$ cat config.mk
export PLATFORM = sky130hd
export DESIGN_NAME = clk_div_prog
export DESIGN_NICKNAME = d
export VERILOG_FILES = /design/src/rtl/clk_div_prog.sv
export SDC_FILE = /design/constraint.sdc
export NUM_CORES = 1
export LEC_CHECK = 0
export ABC_AREA = 1
export CAP_MARGIN = 10
export CORE_UTILIZATION = 53
export DETAILED_ROUTE_END_ITERATION = 10
export GPL_TIMING_DRIVEN = 0
export PLACE_DENSITY_LB_ADDON = 0.3
export SKIP_CTS_REPAIR_TIMING = 1
export SLEW_MARGIN = 20
export SYNTH_ARGS = -nofsm -noshare
export SYNTH_HDL_FRONTEND = slang
export SYNTH_SLANG_ARGS = --single-unit
$ cat constraint.sdc
create_clock -name clk -period 3.32 [get_ports clk]
set_clock_uncertainty 0.05 [all_clocks]
set_input_delay 0.664 -clock clk [delete_from_list [all_inputs] [get_ports clk]]
set_output_delay 0.664 -clock clk [all_outputs]
set_load 0.01 [all_outputs]
$ cat src/rtl/clk_div_prog.sv
// Programmable integer clock divider: emits a divided clock-enable waveform
// (clkout), a period-start strobe (tick) and the current phase (cnt).
// Latency: one cycle from en sampled high in IDLE to the first tick.
// Backpressure: none; divisor/mode reloads queue in one pending slot and
// apply only at period boundaries.
//
// Ports:
//   clk       system clock, all logic on posedge
//   rst_n     synchronous active-low reset
//   en        level-sensitive run request
//   div_load  one-cycle strobe capturing div_n / div_mode
//   div_n     new divisor (0 stops the divider at the next boundary)
//   div_mode  new duty mode (0 = ~50% duty, 1 = single-cycle pulse)
//   div_pend  a captured divisor/mode is waiting for a boundary
//   clkout    divided waveform, registered
//   tick      high in the first cycle of every period, registered
//   cnt       current phase 0..N_act-1, registered
module clk_div_prog #(
  parameter int unsigned WIDTH = 4,
  parameter int unsigned N     = 12,
  parameter logic        MODE  = 1'b0
) (
  input  logic             clk,
  input  logic             rst_n,
  input  logic             en,
  input  logic             div_load,
  input  logic [WIDTH-1:0] div_n,
  input  logic             div_mode,
  output logic             div_pend,
  output logic             clkout,
  output logic             tick,
  output logic [WIDTH-1:0] cnt
);

  typedef enum logic [1:0] {
    S_IDLE  = 2'd0,
    S_RUN   = 2'd1,
    S_DRAIN = 2'd2
  } state_t;

  state_t           state_q, state_d;
  logic [WIDTH-1:0] cnt_q, cnt_d;
  logic [WIDTH-1:0] n_act_q, n_act_d;
  logic             mode_act_q, mode_act_d;
  logic             pend_q, pend_d;
  logic [WIDTH-1:0] pend_n_q, pend_n_d;
  logic             pend_mode_q, pend_mode_d;
  logic             clkout_q, clkout_d;
  logic             tick_q, tick_d;
  logic             boundary;
  logic             run_d;

  always_comb begin
    state_d     = state_q;
    cnt_d       = cnt_q;
    n_act_d     = n_act_q;
    mode_act_d  = mode_act_q;
    pend_d      = pend_q;
    pend_n_d    = pend_n_q;
    pend_mode_d = pend_mode_q;
    boundary    = 1'b0;

    case (state_q)
      S_IDLE: begin
        // Idle has no period in flight, so every edge acts as a boundary:
        // a fresh load wins, otherwise a leftover pending value applies now.
        if (div_load) begin
          n_act_d    = div_n;
          mode_act_d = div_mode;
        end else if (pend_q) begin
          n_act_d    = pend_n_q;
          mode_act_d = pend_mode_q;
        end
        pend_d = 1'b0;
        cnt_d  = '0;
        if (en && (n_act_d != '0)) begin
          state_d = S_RUN;
        end
      end

      default: begin
        // n_act_q >= 1 whenever running, so the WIDTH-bit N-1 never wraps.
        boundary = (cnt_q == (n_act_q - WIDTH'(1)));
        cnt_d    = boundary ? '0 : cnt_q + WIDTH'(1);

        // Apply the older pending value first; a load on this same edge
        // then refills the slot and waits for the following boundary.
        if (boundary && pend_q) begin
          n_act_d    = pend_n_q;
          mode_act_d = pend_mode_q;
          pend_d     = 1'b0;
        end
        if (div_load) begin
          pend_n_d    = div_n;
          pend_mode_d = div_mode;
          pend_d      = 1'b1;
        end

        if (state_q == S_RUN) begin
          state_d = en ? S_RUN : S_DRAIN;
        end else begin
          state_d = en ? S_RUN : (boundary ? S_IDLE : S_DRAIN);
        end
        if (boundary && (n_act_d == '0)) begin
          state_d = S_IDLE;
        end
        if (state_d == S_IDLE) begin
          cnt_d = '0;
        end
      end
    endcase

    // Decode from next-state values so the registered outputs line up with
    // the registered cnt in the same cycle.
    run_d  = (state_d != S_IDLE);
    tick_d = run_d && (cnt_d == '0);
    if (mode_act_d) begin
      clkout_d = run_d && (cnt_d == '0);
    end else begin
      clkout_d = run_d && ((cnt_d < (n_act_d >> 1)) || (n_act_d == WIDTH'(1)));
    end
  end

  always_ff @(posedge clk) begin
    if (!rst_n) begin
      state_q     <= S_IDLE;
      cnt_q       <= '0;
      n_act_q     <= WIDTH'(N);
      mode_act_q  <= MODE;
      pend_q      <= 1'b0;
      pend_n_q    <= '0;
      pend_mode_q <= 1'b0;
      clkout_q    <= 1'b0;
      tick_q      <= 1'b0;
    end else begin
      state_q     <= state_d;
      cnt_q       <= cnt_d;
      n_act_q     <= n_act_d;
      mode_act_q  <= mode_act_d;
      pend_q      <= pend_d;
      pend_n_q    <= pend_n_d;
      pend_mode_q <= pend_mode_d;
      clkout_q    <= clkout_d;
      tick_q      <= tick_d;
    end
  end

  assign div_pend = pend_q;
  assign clkout   = clkout_q;
  assign tick     = tick_q;
  assign cnt      = cnt_q;

endmodule

==> results.sh <==
export IMPL_r2r_cells=17
export IMPL_critPathTopFamily="simple AND/OR/NAND/NOR gates"
export IMPL_drc=0
export IMPL_crit_buf_inv=1
export IMPL_yosys_top_cells_count="nand2_1 (46), inv_1 (20), dfxtp_1 (19)"
export IMPL_gp_congestion=0.932
export IMPL_drive_above_1_share_pct=15.6
export IMPL_crit_path_cell_trace="inv_2, ha_1, xor2_1, nand2_1, nor2_4, nand3_4, a21oi_1, nand2_1, o21ai_1, ha_1, nand2_1, nand2_1, nand2_1, nand2_1, nand2_1, nand2_1, nand2_1"
export IMPL_tightest_slew_ps=514
export IMPL_port_buffers=15
export IMPL_crit_top_cell="nand2_1"
export IMPL_wl_per_cell_microns=11.9
export IMPL_cp_end_kind="flip-flop"
export IMPL_slew_violations=0
export IMPL_cts_sinks=19
export IMPL_rsz0062_at_grt="no"
export IMPL_clk_pin_slew_worst_paths_ps=120
export IMPL_synth_seq_cells=19
export IMPL_yosysWarningCount=0
export IMPL_grt_overflow=0
export IMPL_max_clock_path_buffers=2
export IMPL_relSlewSlack_pct=65.8
export IMPL_yosys_area_top_type="dfxtp_1"
export IMPL_p_per_area_nw_per_um2=371
export IMPL_finalPower_w=0.000521
export IMPL_max_stage_delay_ps=390
export IMPL_r2r_start="n_act_q[0]"
export IMPL_grt_pass1_vias=1110
export IMPL_rows=16
export IMPL_start_util_pct=58.4
export IMPL_clk_latency_ps=310
export IMPL_drt_wl_total_microns=2680
export IMPL_fin_crit_ps=2390
export IMPL_critPathRequiredTime_ps=3540
export IMPL_worst_endpoint_arrival_ps=2610
export IMPL_postRouteAntennaNets=0
export IMPL_netlist_area_sq_um=1190
export IMPL_finalNetCount=213
export IMPL_yosysMostFrequentCell="nand2_1"
export IMPL_synth_top_area_share_pct=31.9
export IMPL_first_iter_violations=30
export IMPL_synth_area_top_cells="dfxtp_1 (32%), nand2_1 (14%), inv_1 (6.3%), nor2_1 (5.0%), nand2_2 (4.7%)"
export IMPL_die_w_microns=49.4
export IMPL_period_share_pct=72.1
export IMPL_hold_violations=0
export IMPL_die_h_microns=49.4
export IMPL_grt_max_degree=13
export IMPL_cp_start_kind="flip-flop"
export IMPL_ir_drop_mv=0.379
export IMPL_cts_root_buf="clkbuf_4"
export IMPL_antenna_found_initial=0
export IMPL_grt_use_total_pct=24.1
export IMPL_first_pass_iters=5
export IMPL_crit_start="n_act_q[0]"
export IMPL_synthArstFlopShare_pct=0
export IMPL_grt_pass1_wl_microns=4500
export IMPL_min_path_cells=2
export IMPL_synth_edf_count=0
export IMPL_min_path_type="flip-flop to flip-flop"
export IMPL_yosysUniqueCellTypes=30
export IMPL_h_tree_depth=1
export IMPL_cp_slowest_cell="dfxtp_1"
export IMPL_routed_via_count=1171
export IMPL_min_to="pend_n_q[2]"
export IMPL_p_leak_nw=0.629
export IMPL_stdcell_area_sq_um=1410
export IMPL_ys_seq_area_share_pct=31.9
export IMPL_synth_fp_nets=193
export IMPL_cts_buffers=3
export IMPL_syn_inst=180
export IMPL_crit_fanout=7
export IMPL_viasPerCell=5.18
export IMPL_syn_avg_cell_area_sq_um=6.62
export IMPL_core_sq_um=2040
export IMPL_diodes=0
export IMPL_worstHoldStart="pend_n_q[2]"
export IMPL_hpwlAfterDp_microns=2120
export IMPL_status="finished, final reports clean"
export IMPL_finalCoreUtilization_pct=68.9
export IMPL_maxCapViolations=0
export IMPL_finalSetupTns_ps=0
export IMPL_area_delta_synth_final_pct=17.9
export IMPL_io_pins=16
export IMPL_rrSetupSlack_ps=930
export IMPL_die_area_sq_um=2440
export IMPL_cts_tree="yes"
export IMPL_setup_viol=0
export IMPL_critical_path_class="flip-flop to flip-flop"
export IMPL_ys_flop_type="dfxtp_1"
export IMPL_place_area_sq_um=1380
export IMPL_max_freq_mhz=418
export IMPL_r2r_end="clkout"
## sequential cells by signal, summed over array words and instances, names as in the netlist
| name | count |
|---|---|
| cnt | 4 |
| n_act_q | 4 |
| pend_n_q | 4 |
| state_q | 2 |
| clkout | 1 |
| div_pend | 1 |
| mode_act_q | 1 |
| pend_mode_q | 1 |
| tick | 1 |
## worst max path at each step
stage | end | slack, ps | cells after the start
floorplan | clkout | 1180 | 18
global placement | clkout | 830 | 13
detailed placement | clkout | 810 | 13
CTS | clkout | 940 | 17
global route | clkout | 680 | 17
finish | clkout | 930 | 17
## cell families (layout without fill, tap and decap cells)
family | after synthesis | count (layout) | synth area share [%]
buf+inv | 29 | 48 | 9.86
compound gates | 27 | 27 | 12.3
flops | 19 | 19 | 31.9
simple gates | 98 | 98 | 39.6
fa+ha+maj | 4 | 4 | 4.20
xor+xnor | 3 | 3 | 2.20
## per-layer routing
layer / vias to the layer above / global-route usage [%] / wire length, microns
met5: - / 0 / 0
met4: 0 / 5.71 / 14
met3: 2 / 8.72 / 143
met2: 29 / 42.9 / 1330
met1: 532 / 27.1 / 1190
li1: 608 / - / -
## layout by cell type (no fill, tap or decap), types with 2 or more instances in the layout
master,count
nand2_1,46
inv_1,20
dfxtp_1,19
nor2_1,16
clkdlybuf4s50_1,15
o21ai_0,11
nand3_1,11
nand2_2,9
a21oi_1,9
inv_2,5
nor2_2,4
ha_1,4
o21ai_1,3
nor3_1,3
clkbuf_4,3
nor2_4,2
xor2_1,2
or2_0,2
## worst register-to-register path: cells and delay by family, from the launching register on
family          cells  cell delay [ps]
xor+xnor            1              130
buf+inv             1               70
compound gates      2              310
fa+ha+maj           2              590
simple gates       11              790
flops               1              390
## final cells by class
cell class                 instances  area (sq um)
clock buffer                       3          22.5
timing repair buffer              15           150
multi-input combinational        132           694
sequential                        19           380
clock inverter                     1          7.51
fill                             195           636
buffer                             2          15.0
inverter                          27           103
tap                               27          33.8
## power by group
| part | internal [W] | switching (W) | total [W] |
|---|---|---|---|
| clock | 0.0000461 | 0.0000831 | 0.000129 |
| sequential | 0.000243 | 0.0000111 | 0.000254 |
| combinational | 0.0000562 | 0.0000822 | 0.000138 |
## per-stage QoR
stage / hold slack (ps) / setup slack, ps / std cells
floorplan: 404 / 1180 / 180
global placement: 427 / 830 / 222
detailed placement: 433 / 805 / 222
CTS: 450 / 936 / 226
global route: 491 / 676 / 226
finish: 455 / 925 / 226
(Power assumes the default switching activity.)
